**src/rtl/rv_muldiv.sv**
```systemverilog
// rv_muldiv: iterative RV M-extension unit; radix-2 shift-add multiply, restoring divide.
// Optional build macro RV_MULDIV_EARLY_OUT_EN lets trivial mul/div cases bypass the iteration.
module rv_muldiv #(
    parameter int unsigned XLEN = 32
) (
    input  logic            clk,
    input  logic            rst,
    input  logic            start,
    input  logic [2:0]      op,
    input  logic [XLEN-1:0] a,
    input  logic [XLEN-1:0] b,
    input  logic            flush,
    output logic            busy,
    output logic            done,
    output logic [XLEN-1:0] result
);
    localparam int unsigned CW = $clog2(XLEN) + 1;

    typedef enum logic [1:0] {
        IDLE = 2'd0,
        CALC = 2'd1,
        FIN  = 2'd2
    } state_t;

    state_t          state;
    state_t          state_next;
    logic [CW-1:0]   count;
    logic [2:0]      op_q;
    logic [XLEN-1:0] hi;
    logic [XLEN-1:0] lo;
    logic [XLEN-1:0] dvsr;
    logic            neg_q;

    logic            load_op;
    logic            step;
    logic            load_res;
    logic [XLEN-1:0] res_next;

    // Launch decode: signedness per funct3, operand magnitudes, final sign
    logic            is_div_in;
    logic            sgn_a_in;
    logic            sgn_b_in;
    logic            neg_a;
    logic            neg_b;
    logic            b_zero;
    logic            neg_in;
    logic [XLEN-1:0] mag_a;
    logic [XLEN-1:0] mag_b;

    assign is_div_in = op[2];
    assign sgn_a_in  = (op == 3'b001) || (op == 3'b010) || (op == 3'b100) || (op == 3'b110);
    assign sgn_b_in  = (op == 3'b001) || (op == 3'b100) || (op == 3'b110);
    assign neg_a     = sgn_a_in && a[XLEN-1];
    assign neg_b     = sgn_b_in && b[XLEN-1];
    assign mag_a     = neg_a ? -a : a;
    assign mag_b     = neg_b ? -b : b;
    assign b_zero    = (b == '0);

    // Remainder follows the dividend; a zero divisor keeps the all-ones quotient unsigned
    always_comb begin
        if (is_div_in) begin
            neg_in = op[1] ? neg_a : ((neg_a ^ neg_b) && !b_zero);
        end else begin
            neg_in = neg_a ^ neg_b;
        end
    end

`ifdef RV_MULDIV_EARLY_OUT_EN
    logic            a_zero;
    logic            div_ovf;
    logic            early;
    logic [XLEN-1:0] early_res;
    logic [XLEN-1:0] min_neg;

    assign min_neg = {1'b1, {(XLEN-1){1'b0}}};
    assign a_zero  = (a == '0);
    assign div_ovf = is_div_in && !op[0] && (a == min_neg) && (b == '1);
    assign early   = is_div_in ? (b_zero || div_ovf) : (a_zero || b_zero);

    always_comb begin
        if (!is_div_in) begin
            early_res = '0;
        end else if (b_zero) begin
            early_res = op[1] ? a : '1;
        end else begin
            early_res = op[1] ? '0 : a;
        end
    end
`endif

    // One iteration of the shared datapath; hi/lo form the product or remainder/quotient
    logic [XLEN:0]   mul_sum;
    logic [XLEN:0]   div_shr;
    logic [XLEN-1:0] div_sub;
    logic            div_ge;
    logic [XLEN-1:0] hi_n;
    logic [XLEN-1:0] lo_n;

    always_comb begin
        mul_sum = {1'b0, hi} + (lo[0] ? {1'b0, dvsr} : '0);
        div_shr = {hi, lo[XLEN-1]};
        div_sub = div_shr[XLEN-1:0] - dvsr;
        div_ge  = (div_shr >= {1'b0, dvsr});
        if (op_q[2]) begin
            hi_n = div_ge ? div_sub : div_shr[XLEN-1:0];
            lo_n = {lo[XLEN-2:0], div_ge};
        end else begin
            hi_n = mul_sum[XLEN:1];
            lo_n = {mul_sum[0], lo[XLEN-1:1]};
        end
    end

    // Sign fix-up; upper half of a negated product carries in only when the low half is zero
    logic [XLEN-1:0] div_val;
    logic [XLEN-1:0] res_calc;

    always_comb begin
        div_val = op_q[1] ? hi_n : lo_n;
        if (op_q[2]) begin
            res_calc = neg_q ? -div_val : div_val;
        end else if (op_q[1:0] == 2'b00) begin
            res_calc = lo_n;
        end else begin
            res_calc = neg_q ? (~hi_n + XLEN'(lo_n == '0)) : hi_n;
        end
    end

    always_ff @(posedge clk) begin
        if (!rst) begin
            state <= IDLE;
        end else begin
            state <= state_next;
        end
    end

    // Next state and datapath strobes; flush overrides everything
    always_comb begin
        state_next = state;
        load_op    = 1'b0;
        step       = 1'b0;
        load_res   = 1'b0;
        res_next   = res_calc;
        case (state)
            IDLE: begin
                if (start) begin
                    load_op    = 1'b1;
                    state_next = CALC;
`ifdef RV_MULDIV_EARLY_OUT_EN
                    if (early) begin
                        state_next = FIN;
                        load_res   = 1'b1;
                        res_next   = early_res;
                    end
`endif
                end
            end
            CALC: begin
                step = 1'b1;
                if (count == CW'(1)) begin
                    state_next = FIN;
                    load_res   = 1'b1;
                end
            end
            FIN: begin
                state_next = IDLE;
            end
            default: begin
                state_next = IDLE;
            end
        endcase
        if (flush) begin
            state_next = IDLE;
            load_op    = 1'b0;
            step       = 1'b0;
            load_res   = 1'b0;
        end
    end

    always_ff @(posedge clk) begin
        if (!rst) begin
            count <= '0;
            op_q  <= '0;
            hi    <= '0;
            lo    <= '0;
            dvsr  <= '0;
            neg_q <= 1'b0;
        end else if (load_op) begin
            count <= CW'(XLEN);
            op_q  <= op;
            hi    <= '0;
            lo    <= is_div_in ? mag_a : mag_b;
            dvsr  <= is_div_in ? mag_b : mag_a;
            neg_q <= neg_in;
        end else if (step) begin
            count <= count - CW'(1);
            hi    <= hi_n;
            lo    <= lo_n;
        end
    end

    always_ff @(posedge clk) begin
        if (!rst) begin
            busy   <= 1'b0;
            done   <= 1'b0;
            result <= '0;
        end else begin
            busy <= (state_next != IDLE);
            done <= load_res;
            if (load_res) begin
                result <= res_next;
            end
        end
    end

endmodule
```
**config.mk**
```make
export PLATFORM = sky130hd
export DESIGN_NAME = rv_muldiv
export DESIGN_NICKNAME = d
export VERILOG_FILES = /design/src/rtl/rv_muldiv.sv
export SDC_FILE = /design/constraint.sdc
export NUM_CORES = 1
export LEC_CHECK = 0
export CORE_ASPECT_RATIO = 0.6
export CORE_MARGIN = 3
export CORE_UTILIZATION = 34
export CTS_BUF_LIST = sky130_fd_sc_hd__clkbuf_16
export DETAILED_ROUTE_END_ITERATION = 7
export GPL_TIMING_DRIVEN = 0
export HOLD_SLACK_MARGIN = 0.03
export SYNTH_ARGS = -nofsm -noshare
export SYNTH_HDL_FRONTEND = slang
export SYNTH_SLANG_ARGS = --single-unit
export TNS_END_PERCENT = 1
```
**constraint.sdc**
```tcl
create_clock -name clk -period 11.16 [get_ports clk]
set_input_delay 2.232 -clock clk [delete_from_list [all_inputs] [get_ports clk]]
set_output_delay 2.232 -clock clk [all_outputs]
set_load 0.01 [all_outputs]
```
* After elaboration in Yosys (flattened, before gate mapping)
Index checks and enable logic that the tools add are counted.
** Storage, ports and cells
- Output and inout bits :: 34
- Word-level logic and storage cells :: 75
- Flip-flop bits (word level) :: 142
- Input bits :: 71
** Cells by class
- Reduce and logical (&&, ||, !) cells :: 16
- $add $sub $neg :: 7
- Multiplexer cells :: 31
- $lt $le $gt $ge :: 1
- Bitwise logic cells :: 3
- Equal/unequal tests :: 6
** Operators by type and width (count)
- $mux W32 :: 15
- $neg A32 Y32 :: 3
- $logic_not A32 Y1 :: 2
- $add A32 B32 Y33 :: 1
- $ge A33 B32 Y1 :: 1
- $add A32 B1 Y32 :: 1
- $not A32 Y32 :: 1
- $sub A32 B32 Y32 :: 1
- $mux W6 :: 2
- $mux W1 :: 10
- $eq A3 B3 Y1 const B :: 2
- $eq A6 B1 Y1 const B :: 1
- $mux W2 :: 3
- $sub A6 B1 Y6 const B :: 1
- $logic_or A1 B1 Y1 :: 5
- $logic_not A2 Y1 :: 2
- $pmux W2 S2 :: 1
- $reduce_bool A2 Y1 :: 2
- $eq A3 B1 Y1 const B :: 1
- $eq A3 B2 Y1 const B :: 1
- $logic_and A1 B1 Y1 :: 3
- $eq A2 B1 Y1 const B :: 1
- $reduce_or A2 Y1 :: 1
- $logic_not A1 Y1 :: 1
- 2 further kinds :: 2

* Depth between registers and ports, before layout
- Depth in word-level cells :: 9
- Depth in mapped cells :: 24
- Depth with buffers taken out :: 19

* Worst setup path before layout
Ideal clock, no wire load.
- Kind :: flip-flop to flip-flop
- Start :: reg op_q[2]
- End :: reg result[28]
- Setup time :: 59 ps
- Required time :: 11101 ps
- Data arrival time :: 5310 ps
- Cell stages (with the launch flop) :: 24
- Setup slack :: 5791 ps
- Period minus slack after synthesis :: 5369 ps
- Buffers on the path :: 9
- Cells stage by stage :: dfxtp_1 -> clkbuf_1 -> clkbuf_1 -> buf_1 -> buf_2 -> buf_2 -> buf_1 -> clkbuf_1 -> buf_2 -> a21oi_1 -> nor2_1 -> nand4_1 -> nor4_1 -> nand4_1 -> nor3_1 -> ha_1 -> ha_1 -> inv_1 -> or3_1 -> buf_6 -> nor4_1 -> mux2_2 -> a21oi_1 -> and3_1
** Between the ends
- Word-level cells in the longest chain between the ends :: 6
- Elaborated cells on any way between the ends :: 11
- Classes of those cells :: 2 x add/sub; 7 x mux; 1 x bitwise; 1 x reduce/logical
** RTL lines
- start, declared :: line 28 : logic [2:0] op_q;
- start signal, assigned :: line 189 : op_q <= op;
- $mux W32 :: line 104 : if (op_q[2]) begin
- $logic_not A32 Y1 / $not A32 Y32 (equally long branches) :: line 124 : res_calc = neg_q ? (~hi_n + XLEN'(lo_n == '0)) : hi_n;
- $add A32 B1 Y32 :: line 124
- $mux W32 :: line 124
- $mux W32 :: line 121 : end else if (op_q[1:0] == 2'b00) begin
- $mux W32 (*) :: line 119 : if (op_q[2]) begin
- end signal, assigned :: line 210 : result <= res_next;
- end, declared :: line 15 : output logic [XLEN-1:0] result
Every way passes the cells marked *; elsewhere a longest branch is shown, timed or not.
A chain may end at the register's enable or synchronous reset.

* Worst setup path after layout
- Start :: reg op_q[2]
- End :: reg result[31]
The elaborated chain is that of the path after synthesis.

==> metrics.txt <==
Die Wd 283 um; antenna violations before repair 3; area of the multi-input gates 11900 sq um; DPL Wire Length 77400 um; first drt pass iteration count 7; DIE AREA 48800 sq um; crit path DAT 9.58 ns; Clk pwr share 0.309; WL per Instance 31.2 um; Post-CTS Resized 0; routability cong. 1.02; total gr overflow 0; htree depth 4; Reg power frac 0.291; Peak VDD IR 0.107 mV; max_slew headroom 0.0594; Yosys top cell by area dfxtp_1; top-count cell post-synth nand2_1; synth cell count leaders 263 x nand2_1, 239 x nor2_1, 223 x a21oi_1, 142 x dfxtp_1, 117 x o21ai_0; Tot GR Track Use 0.374; largest net degree at the start of global routing 17; vias per cell 6.41; Avg Inst Size Synth 6.94 sq um; crit share post-route 0.833; clock sinks 142; Lkg Pwr 6.62 nW; Final min period 9.30 ns; clock root buffer clkbuf_16; Starting Density 0.347; max cap viols 0; clock skew 0.0165 ns; Final Hold Viols 0; synth top area cells dfxtp_1 18%, a21oi_1 7.1%, nand2_1 6.3%; synthesized area 15700 sq um; Int Pwr 1.08 mW; Net Count, Synth 2404; PD cells 109 nW/um^2; Slew Limit Fails 0; Fill cells 4918; worst-case clock buffer depth 2; Hold Path Class flip-flop to flip-flop; CTS tree yes; endpoints failing setup 0; Hold-fix buffers, CTS 0; Port Buffers 103; Synth Instances 2259; post-layout instance area 18100 sq um; routed wire length 94100 um; Post-synth EDFFs 0; area of placed instances 17500 sq um; setup_tns 0 ns; Final ANT Viol Nets 0; # DRC 0; FF+latch area 2840 sq um; worst-skew pair later-pin latency 0.46 ns; Die Y 172 um; vias in the first global route 17700; Reg clk slew, reported paths 0.08 ns; CP Max Fanout 10; RSZ-0062 raised after global routing no; post-synthesis sequential area ratio 0.181; Vias 19300; Post-layout nets 2526; Required @ worst endpoint 11.44 ns; kind of critical path flip-flop to flip-flop; synth warn 0; Max Freq 108 MHz; Yosys top cell area share 0.181; Post-synth top flop dfxtp_1; setup bufs post-CTS 0; CP endpoint kind flip-flop; Worst Max-Slew Pin Slew 1.39 ns; startpoint class of the critical path flip-flop; switching power share of the total 0.454; boundary pin count 105; status finished, final reports clean; share of layout cells above drive strength 1 0.0518; Cell variety after synth 95; Net Sw Power 0.897 mW; combinational share of power 0.401; asr flop ratio synth 0; flop and latch count out of synthesis 142; first-pass GRT wire length 132000 um; DRC marker count from the first detailed-route iteration 2767; Core Area 45200 sq um; FP Rows 60; Area growth syn-to-layout 15.3%; Num CTS Buffers 17
## through the flow
step / cells / hold slack (ns) / utilization / setup WS, ns / power (mW)
floorplan: 2259 / 0.440 / - / 5.79 / 1.01
global placement: 2982 / 0.445 / 0.387 / 2.16 / 1.34
detailed placement: 2982 / 0.453 / 0.387 / 2.34 / 1.34
CTS: 3014 / 0.463 / 0.400 / 2.30 / 1.94
global route: 3014 / 0.482 / 0.400 / 1.82 / 2.03
finish: 3015 / 0.465 / 0.400 / 1.86 / 1.98
## registers in the layout, indices dropped and copies added, names as in the netlist
register / cells
hi: 32
busy: 1
neg_q: 1
done: 1
result: 32
lo: 32
dvsr: 32
op_q: 3
state: 2
count: 6
## logic make-up (layout without fill, tap and decap cells)
group / after synthesis / count (layout) / synth area share
xor+xnor: 141 / 141 / 0.0788
buf+inv: 228 / 363 / 0.0594
fa+ha+maj: 74 / 74 / 0.0600
flops: 142 / 142 / 0.181
simple gates: 857 / 857 / 0.260
mux: 64 / 64 / 0.0429
compound gates: 753 / 753 / 0.318
other cells: 0 / 1 / 0
## worst max-delay path, stage by stage, from the launching register on
cell and delay (ns):
dfxtp_1 0.38, clkbuf_1 0.70, clkbuf_1 0.59, buf_1 0.82, buf_2 0.48, buf_2 0.37
buf_1 0.65, clkbuf_1 0.79, buf_2 0.49, a21oi_1 0.11, nor2_1 0.10, nand4_1 0.12
nor4_1 0.32, nand4_1 0.14, nor3_1 0.50, ha_1 0.28, inv_1 0.11, a31o_2 0.31
nor3_1 0.23, nand4bb_1 0.44, or2_2 0.49, o31ai_1 0.30, mux2i_1 0.23, o32ai_1 0.14
## power groups by stage
| stage | clock network, mW | logic [mW] | registers [mW] |
|---|---|---|---|
| final | 0.611 | 0.793 | 0.575 |
| after floorplan | 0 | 0.456 | 0.553 |
| after CTS | 0.609 | 0.757 | 0.570 |
| after detailed placement | 0 | 0.754 | 0.581 |
| after global placement | 0 | 0.755 | 0.582 |
| after global routing | 0.630 | 0.827 | 0.574 |
## path summary, 6_finish.rpt
| path | startpoint | end | slack (ns) | cells after the start |
|---|---|---|---|---|
| max | op_q[2] | result[31] | 1.86 | 23 |
| min | result[5] | result[5] | 0.46 | 2 |
| max reg2reg | op_q[2] | result[31] | 1.86 | 23 |
| min reg2reg | result[5] | result[5] | 0.46 | 2 |
## layout make-up
type                       count  area share
timing repair buffer         103      0.0570
antenna                        1    0.000138
inverter                      72      0.0149
buffer                       156      0.0365
clock buffer                  17      0.0235
clock inverter                15     0.00837
tap                          620      0.0429
sequential                   142       0.157
multi-input combinational   1889       0.659
## placed cells by master (no fill, tap or decap), drive strengths merged, types with 31 or more instances in the layout
master / count
a31oi: 35
clkdlybuf4s50: 103
o21ai: 120
xnor2: 74
inv: 79
o31ai: 33
and2: 50
or3: 31
buf: 47
nand4: 38
clkbuf: 126
o211ai: 94
mux2i: 47
ha: 72
dfxtp: 142
nand3: 54
nand2: 263
nor2: 239
nor3: 57
xor2: 67
a211oi: 66
a21oi: 227
## metal layers
layer,up-vias,routed length (um),track usage
met5,-,0,0
met4,0,1900,0.0813
met3,108,13200,0.135
met2,1227,35500,0.512
met1,9416,43500,0.551
li1,8584,-,-
Power figures use the tool's default switching activity.
